[src/rtl/uart_tx_arb_pkg.sv]
// Shared types and helpers for the UART transmit arbiter.
// Optional watchdog is enabled by defining UART_TX_ARB_TIMEOUT_EN.
package uart_tx_arb_pkg;

    typedef enum logic [1:0] {
        IDLE      = 2'd0,
        ISSUE     = 2'd1,
        WAIT_DONE = 2'd2
    } arb_state_e;

    localparam logic [15:0] TIMEOUT_CYC_DEFAULT = 16'hFFFF;

    // Index width for a requester count; never narrower than one bit.
    function automatic int owner_width(input int n);
        return (n < 2) ? 1 : $clog2(n);
    endfunction

endpackage

[src/rtl/uart_rr_pick.sv]
// Combinational rotating-priority picker: first set request at or above ptr_i,
// wrapping modulo NREQ.
module uart_rr_pick
    import uart_tx_arb_pkg::*;
#(
    parameter int NREQ = 4,
    parameter int W    = owner_width(NREQ)
) (
    input  logic [NREQ-1:0] req_i,
    input  logic [W-1:0]    ptr_i,
    output logic [W-1:0]    grant_o,
    output logic            valid_o
);

    always_comb begin
        grant_o = '0;
        valid_o = 1'b0;
        for (int i = 0; i < NREQ; i++) begin
            if (!valid_o && req_i[W'((int'(ptr_i) + i) % NREQ)]) begin
                valid_o = 1'b1;
                grant_o = W'((int'(ptr_i) + i) % NREQ);
            end
        end
    end

endmodule

[src/rtl/uart_tx_arbiter.sv]
// Rotating-priority arbiter sharing one UART transmitter among NREQ byte sources,
// with per-requester grant hold. Define UART_TX_ARB_TIMEOUT_EN for the tx_done watchdog.
module uart_tx_arbiter
    import uart_tx_arb_pkg::*;
#(
    parameter int          NREQ        = 4,
    parameter logic [15:0] TIMEOUT_CYC = TIMEOUT_CYC_DEFAULT
) (
    input  logic                    clk,
    input  logic                    rst_n,
    input  logic [NREQ-1:0]         req_i,
    input  logic [NREQ-1:0]         lock_i,
    input  logic [8*NREQ-1:0]       data_i,
    output logic [NREQ-1:0]         ack_o,
    output logic [7:0]              tx_data_o,
    output logic                    tx_wr_o,
    input  logic                    tx_done_i,
    output logic                    busy_o,
    output logic [$clog2(NREQ)-1:0] owner_o,
    output logic                    timeout_o
);

    localparam int W = owner_width(NREQ);

    localparam logic [1:0] ST_IDLE      = 2'(IDLE);
    localparam logic [1:0] ST_ISSUE     = 2'(ISSUE);
    localparam logic [1:0] ST_WAIT_DONE = 2'(WAIT_DONE);

    // Handshake: a requester holds req_i/data_i until its one-cycle ack_o pulse;
    // the byte is captured on that edge, so the requester may move on the next cycle.

    logic [1:0]      state_q, state_d;
    logic [NREQ-1:0] ack_q, ack_d;
    logic [7:0]      tx_data_q, tx_data_d;
    logic            tx_wr_q, tx_wr_d;
    logic [W-1:0]    owner_q, owner_d;
    logic [W-1:0]    rr_q, rr_d;
    logic [W-1:0]    pick_idx;
    logic            pick_valid;
    logic            do_grant;
    logic [W-1:0]    grant_idx;
    logic            relock;

`ifdef UART_TX_ARB_TIMEOUT_EN
    logic [15:0]     wd_q, wd_d;
    logic            timeout_q, timeout_d;
`else
    logic            unused_timeout_cfg;
    assign unused_timeout_cfg = ^TIMEOUT_CYC;
`endif

    function automatic logic [W-1:0] next_idx(input logic [W-1:0] idx);
        return (int'(idx) == NREQ - 1) ? '0 : idx + 1'b1;
    endfunction

    uart_rr_pick #(.NREQ(NREQ), .W(W)) u_pick (
        .req_i   (req_i),
        .ptr_i   (rr_q),
        .grant_o (pick_idx),
        .valid_o (pick_valid)
    );

    assign relock = lock_i[owner_q] & req_i[owner_q];

    always_comb begin
        state_d   = state_q;
        ack_d     = '0;
        tx_data_d = tx_data_q;
        tx_wr_d   = 1'b0;
        owner_d   = owner_q;
        rr_d      = rr_q;
        do_grant  = 1'b0;
        grant_idx = owner_q;
`ifdef UART_TX_ARB_TIMEOUT_EN
        wd_d      = wd_q;
        timeout_d = timeout_q;
`endif
        case (state_q)
            ST_IDLE: begin
                do_grant  = pick_valid;
                grant_idx = pick_idx;
            end
            ST_ISSUE: begin
                tx_wr_d = 1'b1;
                state_d = ST_WAIT_DONE;
`ifdef UART_TX_ARB_TIMEOUT_EN
                wd_d    = '0;
`endif
            end
            ST_WAIT_DONE: begin
`ifdef UART_TX_ARB_TIMEOUT_EN
                wd_d = wd_q + 16'd1;
`endif
                // A locked owner with another byte ready skips arbitration entirely.
                if (tx_done_i) begin
                    if (relock) begin
                        do_grant = 1'b1;
                    end else begin
                        rr_d    = next_idx(owner_q);
                        state_d = ST_IDLE;
                    end
                end
`ifdef UART_TX_ARB_TIMEOUT_EN
                else if (wd_q == TIMEOUT_CYC - 16'd1) begin
                    rr_d      = next_idx(owner_q);
                    state_d   = ST_IDLE;
                    timeout_d = 1'b1;
                end
`endif
            end
            default: state_d = ST_IDLE;
        endcase

        if (do_grant) begin
            state_d   = ST_ISSUE;
            ack_d     = {{(NREQ-1){1'b0}}, 1'b1} << grant_idx;
            tx_data_d = data_i[{grant_idx, 3'b000} +: 8];
            owner_d   = grant_idx;
        end
    end

    always_ff @(posedge clk or negedge rst_n) begin
        if (!rst_n) begin
            state_q   <= ST_IDLE;
            ack_q     <= '0;
            tx_data_q <= 8'h00;
            tx_wr_q   <= 1'b0;
            owner_q   <= '0;
            rr_q      <= '0;
        end else begin
            state_q   <= state_d;
            ack_q     <= ack_d;
            tx_data_q <= tx_data_d;
            tx_wr_q   <= tx_wr_d;
            owner_q   <= owner_d;
            rr_q      <= rr_d;
        end
    end

`ifdef UART_TX_ARB_TIMEOUT_EN
    always_ff @(posedge clk or negedge rst_n) begin
        if (!rst_n) begin
            wd_q      <= '0;
            timeout_q <= 1'b0;
        end else begin
            wd_q      <= wd_d;
            timeout_q <= timeout_d;
        end
    end
    assign timeout_o = timeout_q;
`else
    assign timeout_o = 1'b0;
`endif

    assign ack_o     = ack_q;
    assign tx_data_o = tx_data_q;
    assign tx_wr_o   = tx_wr_q;
    assign owner_o   = owner_q;
    assign busy_o    = (state_q != ST_IDLE);

endmodule

[config.mk]
export PLATFORM = sky130hd
export DESIGN_NAME = uart_tx_arbiter
export DESIGN_NICKNAME = d
export VERILOG_FILES = /design/src/rtl/uart_tx_arb_pkg.sv /design/src/rtl/uart_rr_pick.sv /design/src/rtl/uart_tx_arbiter.sv
export SDC_FILE = /design/constraint.sdc
export NUM_CORES = 1
export LEC_CHECK = 0
export CORE_MARGIN = 2
export CORE_UTILIZATION = 25
export DETAILED_ROUTE_END_ITERATION = 6
export GPL_TIMING_DRIVEN = 0
export HOLD_SLACK_MARGIN = 0.05
export SLEW_MARGIN = 10
export SYNTH_ARGS = -nofsm -noshare
export SYNTH_HDL_FRONTEND = slang
export SYNTH_SLANG_ARGS = --single-unit
[constraint.sdc]
create_clock -name clk -period 2.3 [get_ports clk]
set_clock_uncertainty 0.05 [all_clocks]
set_input_delay 0.23 -clock clk [delete_from_list [all_inputs] [get_ports clk]]
set_output_delay 0.23 -clock clk [all_outputs]
set_load 0.005 [all_outputs]
## After elaboration in Yosys (flattened, before gate mapping)

Index checks and enable logic that the tools add are counted.

- Register bits after elaboration: 19
- Latch bits: 0
- RAM bits: 0
- Memory bits (read-only): 0
- Bits of input ports: 43
- Output and inout bits: 17
- Logic and storage cells: 70
- Memories: 0

- Add/subtract/negate cells: 4
- $mul: 0
- Divide/modulo/power cells: 0
- Order comparisons: 5
- Equality and inequality tests: 6
- Shift operators: 2
- Muxes and demuxes: 35
- Bitwise operators: 2
- Reduce and logical (&&, ||, !) cells: 10

Operators by type and width:

| kind | number |
|---|---|
| indexed part select 32 x 6 -> 8 bit | 1 |
| two-way mux 2 bit | 9 |
| two-way mux 1 bit | 17 |
| < comparator 2 x 4 -> 1 bit, second input constant | 4 |
| binary-select mux 1 bit (select 2 bit) | 6 |
| inequality test 3 bit, second input constant | 2 |
| one-hot mux 2 bit (3 select lines) | 1 |
| AND reduction 3 bit | 2 |
| adder 2 x 1 -> 2 bit, second input constant | 2 |
| adder 2 bit, second input constant | 2 |
| == test 2 x 1 -> 1 bit, second input constant | 2 |
| two-way mux 4 bit | 1 |
| << shifter 1 x 2 -> 4 bit, first input constant | 1 |
| logical AND 1 bit | 3 |
| logical NOT 1 bit | 3 |
| < comparator 2 x 3 -> 1 bit, second input constant | 1 |
| == test 2 bit, second input constant | 1 |
| logical NOT 2 bit | 1 |
| inequality test 2 bit, second input constant | 1 |
| one-hot mux 1 bit (2 select lines) | 1 |
| nonzero test 2 bit | 1 |
| bitwise AND 1 bit | 1 |
| inverter 1 bit | 1 |

## Depth between registers and ports, before layout

Gate-level depths: netlist of the first run.

- Depth after elaboration: 16
- Depth in mapped cells: 8
- Gate-level depth less buffers: 6

## Cells and area by module

A second synthesis of the first run with hierarchy kept.

- Cell total of the unflattened synthesis: 150
- Area total of the unflattened synthesis: 1,387.6 um^2

By module, submodules not included:

| module | times used | cells an instance | area each (um^2) | seq. area each (um^2) |
|---|---|---|---|---|
| uart_tx_arbiter | 1 | 135 | 1,310.0 | 475.5 |
| uart_rr_pick | 1 | 15 | 77.6 | 0.0 |

## Worst setup path before layout of the first run

No wires, ideal clock.

- Path type: reg-to-reg
- Start point: reg state_q[1]
- End point: reg tx_data_q[0] (netlist: tx_data_o[0])
- Library setup time: 0.138 ns
- Data arrival time: 1.607 ns
- Data required time: 2.112 ns
- Path slack: 0.506 ns
- Stages on the path, launching flop included: 9
- Path buffers: 3
- Clock period less this slack: 1.794 ns
- Cells stage by stage: dfrtp_1 > or2_1 > buf_6 > a21o_1 > o21ai_1 > buf_6 > buf_12 > mux2i_1 > o221ai_1

- Longest elaborated chain between the ends: 3
- Elaborated cells on any way between the ends: 5
- Those cells by class: eq/ne (1); shift (1); mux (2); reduce/logical (1)

Ends and longest elaborated chain:

| element | RTL line | RTL |
|---|---|---|
| start, declared | uart_tx_arbiter.sv:32 | `logic [1:0] state_q, state_d;` |
| start signal, assigned | uart_tx_arbiter.sv:131 | `state_q <= state_d;` |
| logical NOT 2 bit | uart_tx_arbiter.sv:78 | `case (state_q)` |
| two-way mux 2 bit | uart_tx_arbiter.sv:78 |  |
| indexed part select 32 x 6 -> 8 bit | uart_tx_arbiter.sv:117 | `tx_data_d = data_i[{grant_idx, 3'b000} +: 8];` |
| end signal, assigned | uart_tx_arbiter.sv:133 | `tx_data_q <= tx_data_d;` |
| end, declared | uart_tx_arbiter.sv:34 | `logic [7:0] tx_data_q, tx_data_d;` |

Several ways; a longest one is shown, not always the timed one.
A chain may end at the register's enable or synchronous reset.

## Worst setup path after layout of the first run

- Start point: in req_i[3]
- End point: reg tx_data_q[5] (netlist: tx_data_o[5])

- Longest elaborated chain between the ends: 15
- Elaborated cells on any way between the ends: 34
- Those cells by class: shift (1); mux (26); bitwise (1); reduce/logical (6)

Ends and longest elaborated chain:

| element | RTL line | RTL |
|---|---|---|
| start, declared | uart_tx_arbiter.sv:11 | `input logic [NREQ-1:0] req_i,` |
| binary-select mux 1 bit (select 2 bit) | uart_rr_pick.sv:19 | `if (!valid_o && req_i[W'((int'(ptr_i) + i) % NREQ)]) begin` |
| two-way mux 1 bit (implied by the code) (2 in series) | uart_rr_pick.sv:19 |  |
| two-way mux 1 bit | uart_rr_pick.sv:19 |  |
| logical NOT 1 bit | uart_rr_pick.sv:19 |  |
| logical AND 1 bit | uart_rr_pick.sv:19 |  |
| two-way mux 1 bit | uart_rr_pick.sv:19 |  |
| logical NOT 1 bit | uart_rr_pick.sv:19 |  |
| logical AND 1 bit | uart_rr_pick.sv:19 |  |
| two-way mux 1 bit | uart_rr_pick.sv:19 |  |
| logical NOT 1 bit | uart_rr_pick.sv:19 |  |
| logical AND 1 bit | uart_rr_pick.sv:19 |  |
| two-way mux 2 bit | uart_rr_pick.sv:19 |  |
| two-way mux 2 bit | uart_tx_arbiter.sv:78 |  |
| indexed part select 32 x 6 -> 8 bit | uart_tx_arbiter.sv:117 |  |

Several ways; a longest one is shown, not always the timed one. The select of a mux whose other input is x is not followed.

==> flow_metrics.py, run 1 <==
metrics = {
    "outcome": {
        "run_status": "finished, final reports clean",
    },
    "layout": {
        "fin_cells": 215,
        "area_delta_synth_final_pct": 62.8,
        "antenna_cells": 0,
        "drive_gt1_share_pct": 9.20,
        "fin_util_pct": 41.8,
        "nets": 208,
        "fin_area_um2": 1790,
        "n_fill_cell": 393,
    },
    "critical_path": {
        "criticalPathCategory": "input port to flip-flop",
        "crit_end": "tx_data_o[5]",
        "r2r-start": "state_q[1]",
        "max_stage_delay_ps": 560,
        "cp-start-kind": "input port",
        "worstSetupStartpoint": "req_i[3]",
        "r2r_end": "tx_data_o[7]",
        "critPathCaptureType": "flip-flop",
        "crit_required_ps": 2420,
        "cp_slowest_cell": "clkdlybuf4s50_1",
        "reg2reg_depth": 8,
        "critical_path_peak_fanout": 10,
        "path_cells": "clkdlybuf4s50_1 > nand2_1 > mux4_2 > o22a_1 > buf_6 > clkinv_8 > nand2_4 > o221ai_1",
        "crit_arrival_ps": 2080,
        "timing.reg2reg.setup_slack_ps": 350,
    },
    "placed_design": {
        "dpl.hpwl_um": 2230,
        "pre_cts_slack_ps": 66.9,
        "dpl_cell_area_um2": 1750,
        "port_buffers": 58,
        "gp_congestion": 0.836,
        "dp.cells": 211,
    },
    "die": {
        "start_util_pct": 25.7,
        "die_w_um": 70.4,
        "die_h_um": 70.4,
        "rows": 24,
        "core_area_um2": 4290,
        "die_area_um2": 4960,
        "io_pins": 60,
    },
    "min_path": {
        "hp-class": "input port to asynchronous set/reset pin",
    },
    "logic_synthesis": {
        "ys_top_cells_by_area": "dfrtp_1 (43%), mux2i_1 (15%), o221ai_1 (6.4%)",
        "synth_most_common_cell": "dfrtp_1",
        "ys_seq_elements": 19,
        "synth_fp_nets": 145,
        "synthCells": 101,
        "synth.largest_area_cell": "dfrtp_1",
        "yosysUniqueCellTypes": 32,
        "synthFlopType": "dfrtp_1",
        "ys_async_sr_fraction_pct": 100,
        "syn_area_per_cell_um2": 10.9,
        "yosysWarningCount": 0,
        "synth_seq_area_share_pct": 43.1,
        "netlist_top_cells_count": "dfrtp_1 (19), nand2_1 (17), mux2i_1 (16), o221ai_1 (8)",
        "netlist_area_um2": 1100,
        "synth_edf_count": 0,
        "yosysTopAreaCellShare_pct": 43.1,
    },
    "global_route": {
        "globalRouteOverflowTotal": 0,
        "grt_max_degree": 20,
        "first_global_vias": 1032,
        "track_usage_pct": 12.0,
        "grt_pass1_wl_um": 4720,
        "antenna_found_initial": 0,
    },
    "detailed_routing": {
        "ant_nets": 0,
        "post-route-drc-count": 0,
        "wl_um": 2870,
        "vias": 1004,
        "first_pass_iters": 4,
        "initialDrtViolationCount": 43,
        "vias_per_cell": 4.67,
        "post_drt_wl_per_cell_um": 13.4,
    },
    "clock_network": {
        "cts_hold_buf": 0,
        "cts_buffers": 3,
        "clock-sinks": 19,
        "clkLatencyLatePin_ps": 250,
        "ctsLongestPathBuffers": 2,
        "cts_tree": "built",
        "ctsResizeCount": 0,
        "cts_setup_buffers": 0,
        "clk_pin_slew_ps": 70,
        "cts_htree_levels": 1,
        "cts_root_buffer": "clkbuf_8",
    },
    "timing": {
        "fin_ws_ps": 345,
        "timing_max_transition_violations_final": 0,
        "finalCritPeriodShare_pct": 85.0,
        "fmax_ghz": 0.512,
        "tns_ps": 0,
        "setup_viol": 0,
        "rsz0062_at_grt": "false",
        "holdWs_ps": 417,
        "finalHoldViolations": 0,
        "tightest_slew_ps": 866,
        "relSlewSlack_pct": 42.1,
        "finalCriticalPeriod_ps": 1950,
    },
    "pwr": {
        "fin_total_pwr_mw": 2.17,
        "ir_drop_uv": 443,
        "leakagePower_nw": 0.791,
        "power_density_nw_per_um2": 1210,
    },
    "run": {
        "maxCapViolCount": 0,
    },
}
==> routing by layer <==
metal	wire [um]	share of wire, %	up-vias	GRT usage, %
met2	1360	47	39	21.0
li1	-	-	495	-
met5	0	0	-	0
met4	34	1.2	0	4.49
met1	1280	45	466	14.1
met3	196	6.8	4	3.03
==> kinds of logic after synthesis <==
family,synth area share [%]
compound gates,13.3
fa+ha+maj,1.13
buf+inv,7.38
flops,43.1
mux,17.6
other cells,0.340
simple gates,17.1
==> cells in the final DEF, fill, tap and decap left out, drive strengths merged, types with 2 or more instances in the layout <==
master	synthesis	final
clkbuf	0	3
or2	2	2
buf	5	5
mux2i	16	16
a21o	2	2
nor4	2	2
nand2	19	19
a21oi	2	2
nor2	4	4
clkdlybuf4s50	0	58
clkinv	1	2
nand3b	2	2
nand2b	4	4
o21ai	2	2
o221ai	8	8
dfrtp	19	19
==> worst min-delay path by stage <==
stage                 start      endpoint  cells after the start
3_5_place_dp   tx_data_o[4]  tx_data_o[4]                      2
4_1_cts               rst_n  tx_data_o[5]                      1
6_report              rst_n  tx_data_o[5]                      1
2_1_floorplan         rst_n      ack_o[0]                      0
5_1_grt        tx_data_o[3]  tx_data_o[3]                      2
3_3_place_gp   tx_data_o[6]  tx_data_o[6]                      2
==> power breakdown <==
part	leakage, nW	internal [mW]	total [mW]	switching (mW)
combinational	0.526	0.749	1.33	0.579
sequential	0.240	0.490	0.609	0.119
clock	0.0255	0.120	0.228	0.108
==> registers in the layout (all words and copies together), names as in the netlist <==
signal	flops
tx_data_o	8
rr_q	2
ack_o	4
tx_wr_o	1
owner_o	2
state_q	2
==> critical path: cells and delay by family <==
family / cells / cell delay, ps
multiplexers: 1 / 490
AND/OR/NAND/NOR: 2 / 170
buffers and inverters: 3 / 770
AO/OA/AOI/OAI: 2 / 400
==> cell type report <==
| cell class | count | area (um^2) | area share [%] |
|---|---|---|---|
| Timing Repair Buffer | 58 | 581 | 32.4 |
| Multi-Input combinational cell | 75 | 546 | 30.4 |
| Sequential cell | 19 | 475 | 26.5 |
| Tap cell | 52 | 65.1 | 3.63 |
| Buffer | 5 | 61.3 | 3.42 |
| Clock buffer | 3 | 41.3 | 2.30 |
| Inverter | 2 | 20.0 | 1.12 |
| Clock inverter | 1 | 5.00 | 0.279 |
No activity file was read; power rests on OpenSTA's default activity.
==> run 2, diff against run 1 <==
==> constraint.sdc (replaced) <==
create_clock -name clk -period 1.75 [get_ports clk]
set_clock_uncertainty 0.05 [all_clocks]
set_input_delay 0.175 -clock clk [delete_from_list [all_inputs] [get_ports clk]]
set_output_delay 0.175 -clock clk [all_outputs]
set_load 0.005 [all_outputs]
==> run 2 against run 1 <==
Against the previous run:
- wire length grew 22%
- first-iteration DRC count grew 56%
- largest power group unchanged
- total power grew 63%
- the flow now finishes with violations (setup timing)
- worst setup slack got worse by 370 ps
- register-to-register slack got worse by 370 ps
- clock-buffer cell count is the same
- clock power grew 38%
- via count rose by 8.3%
- flip-flop and latch count stayed put
- highest routed layer unchanged
- worst hold slack worse by 56 ps
- critical path depth down 2
- sequential power rose by 28%
==> flow_metrics.py, run 2 (synthesized netlist as in run 1, its figures left out) <==
metrics = {
    "timing": {
        "setup_viol": 6,
        "rsz0062_at_grt": "true",
        "finalCritPeriodShare_pct": 102,
        "relSlewSlack_pct": 40.5,
        "tightest_slew_ps": 890,
        "finalHoldViolations": 0,
        "fin_ws_ps": -28.9,
        "finalCriticalPeriod_ps": 1780,
        "timing_max_transition_violations_final": 0,
        "fmax_ghz": 0.562,
    },
    "clock_network": {
        "cts_root_buffer": "clkbuf_8",
        "ctsLongestPathBuffers": 2,
        "clkLatencyLatePin_ps": 260,
        "cts_htree_levels": 1,
        "cts_buffers": 3,
        "clk_pin_slew_ps": 80,
        "cts_tree": "built",
        "clock-sinks": 19,
    },
    "detailed_routing": {
        "post-route-drc-count": 0,
        "wl_um": 3500,
        "initialDrtViolationCount": 67,
        "vias_per_cell": 4.77,
        "vias": 1087,
        "first_pass_iters": 4,
        "ant_nets": 0,
        "post_drt_wl_per_cell_um": 15.4,
    },
    "global_route": {
        "globalRouteOverflowTotal": 0,
        "antenna_found_initial": 0,
        "grt_max_degree": 20,
        "busiest_layer": "met2",
        "grt_pass1_wl_um": 5420,
        "track_usage_pct": 13.9,
        "grtUsageMet2_pct": 25.1,
        "grt_use_met1_pct": 16.5,
        "first_global_vias": 1155,
        "grt_use_met3_pct": 3.03,
    },
    "placed_design": {
        "dp.cells": 211,
        "gp_congestion": 0.799,
        "pre_cts_slack_ps": -448,
        "port_buffers": 58,
        "dpl.hpwl_um": 2380,
    },
    "pwr": {
        "fin_total_pwr_mw": 3.54,
        "power_density_nw_per_um2": 1770,
        "ir_drop_uv": 629,
        "leakagePower_nw": 0.869,
    },
    "outcome": {
        "run_status": "finished, violations left",
        "violations": "setup timing",
    },
    "critical_path": {
        "r2r-start": "owner_o[1]",
        "cp-start-kind": "flip-flop",
        "criticalPathCategory": "flip-flop to flip-flop",
        "timing.reg2reg.setup_slack_ps": -30,
        "crit_arrival_ps": 1910,
        "critical_path_peak_fanout": 8,
        "r2r_end": "tx_data_o[0]",
        "critPathCaptureType": "flip-flop",
        "reg2reg_depth": 6,
        "crit_required_ps": 1880,
    },
    "layout": {
        "area_delta_synth_final_pct": 81.0,
        "layout_common_cells": "clkdlybuf4s50_1 (53), dfrtp_1 (18), nand2_1 (17)",
        "final_common_cell": "clkdlybuf4s50_1",
        "fin_cells": 228,
        "antenna_cells": 0,
        "nets": 221,
        "largest_reg_flops": 8,
        "fin_util_pct": 46.5,
        "drive_gt1_share_pct": 23.3,
    },
    "run": {
        "maxCapViolCount": 0,
    },
    "die": {
        "die_w_um": 70.4,
        "rows": 24,
        "die_h_um": 70.4,
        "start_util_pct": 25.7,
        "die_area_um2": 4960,
        "core_area_um2": 4290,
        "io_pins": 60,
    },
    "min_path": {
        "hp-class": "input port to asynchronous set/reset pin",
    },
}
-- run 2: changes by cell type in the layout (fill, tap and decap cells not counted), sizes merged --
| cell | delta |
|---|---|
| buf | +12 |
| clkdlybuf4s50 | -5 |
| dlygate4sd2 | +4 |
| dlymetal6s2s | +1 |
| nand2 | +1 |
-- run 2: report_power, final --
part | total (mW) | switching (mW) | internal (mW)
Combinational | 2.44 | 1.08 | 1.37
Sequential | 0.779 | 0.134 | 0.645
Clock | 0.315 | 0.156 | 0.159
Total | 3.54 | 1.37 | 2.17
-- run 2: per-stage QoR --
stage	setup TNS (ps)	hold WS, ps	cell area (um^2)
finish	-110	361	2000
floorplan	-316	-171	1100
global route	-627	453	2000
detailed placement	-5650	429	1750
CTS	-134	410	1950
global placement	-5000	427	1750
-- run 2: worst max-delay path, stage by stage (launching register included) --
cell	delay, ps
dfrtp_2	390
mux4_2	530
o22a_1	200
buf_6	150
clkinv_8	80
nand2_8	80
o221ai_1	200
-- run 2: worst max-delay path by stage --
stage | startpoint | endpoint | slack, ps | cells past startpoint
finish | owner_o[1] | tx_data_o[0] | -30 | 6
global route | state_q[0] | tx_data_o[4] | -120 | 8
global placement | req_i[3] | tx_data_o[7] | -400 | 8
CTS | state_q[0] | tx_data_o[1] | -30 | 8
detailed placement | req_i[3] | tx_data_o[5] | -450 | 8
floorplan | state_q[0] | tx_data_o[3] | -40 | 8
-- run 2: cell type report --
| class | instances | area (um^2) |
|---|---|---|
| plain buffers | 4 | 50.0 |
| clock buffers | 3 | 41.3 |
| clock inverters | 1 | 5.00 |
| fillers | 388 | 2300 |
| inverters | 2 | 20.0 |
| multi-input cells | 76 | 646 |
| flip-flops and latches | 19 | 477 |
| well taps | 52 | 65.1 |
| repair buffers | 71 | 692 |
-- run 2: layer usage --
metal | vias to the layer above | wire length [um] | share of wire [%]
li1 | 523 | - | -
met1 | 518 | 1490 | 43
met2 | 42 | 1800 | 51
met3 | 4 | 173 | 4.9
met4 | 0 | 39 | 1.1
met5 | - | 0 | 0
-- run 2: what timing repair did --
| item | CTS | global route |
|---|---|---|
| gates cloned | 1 | 1 |
| setup buffers | 12 | 3 |
| hold buffers | 0 | 0 |
| pin swaps | 4 | 2 |
| resized for setup | 9 | 16 |
| setup endpoints to repair | 14 | 10 |
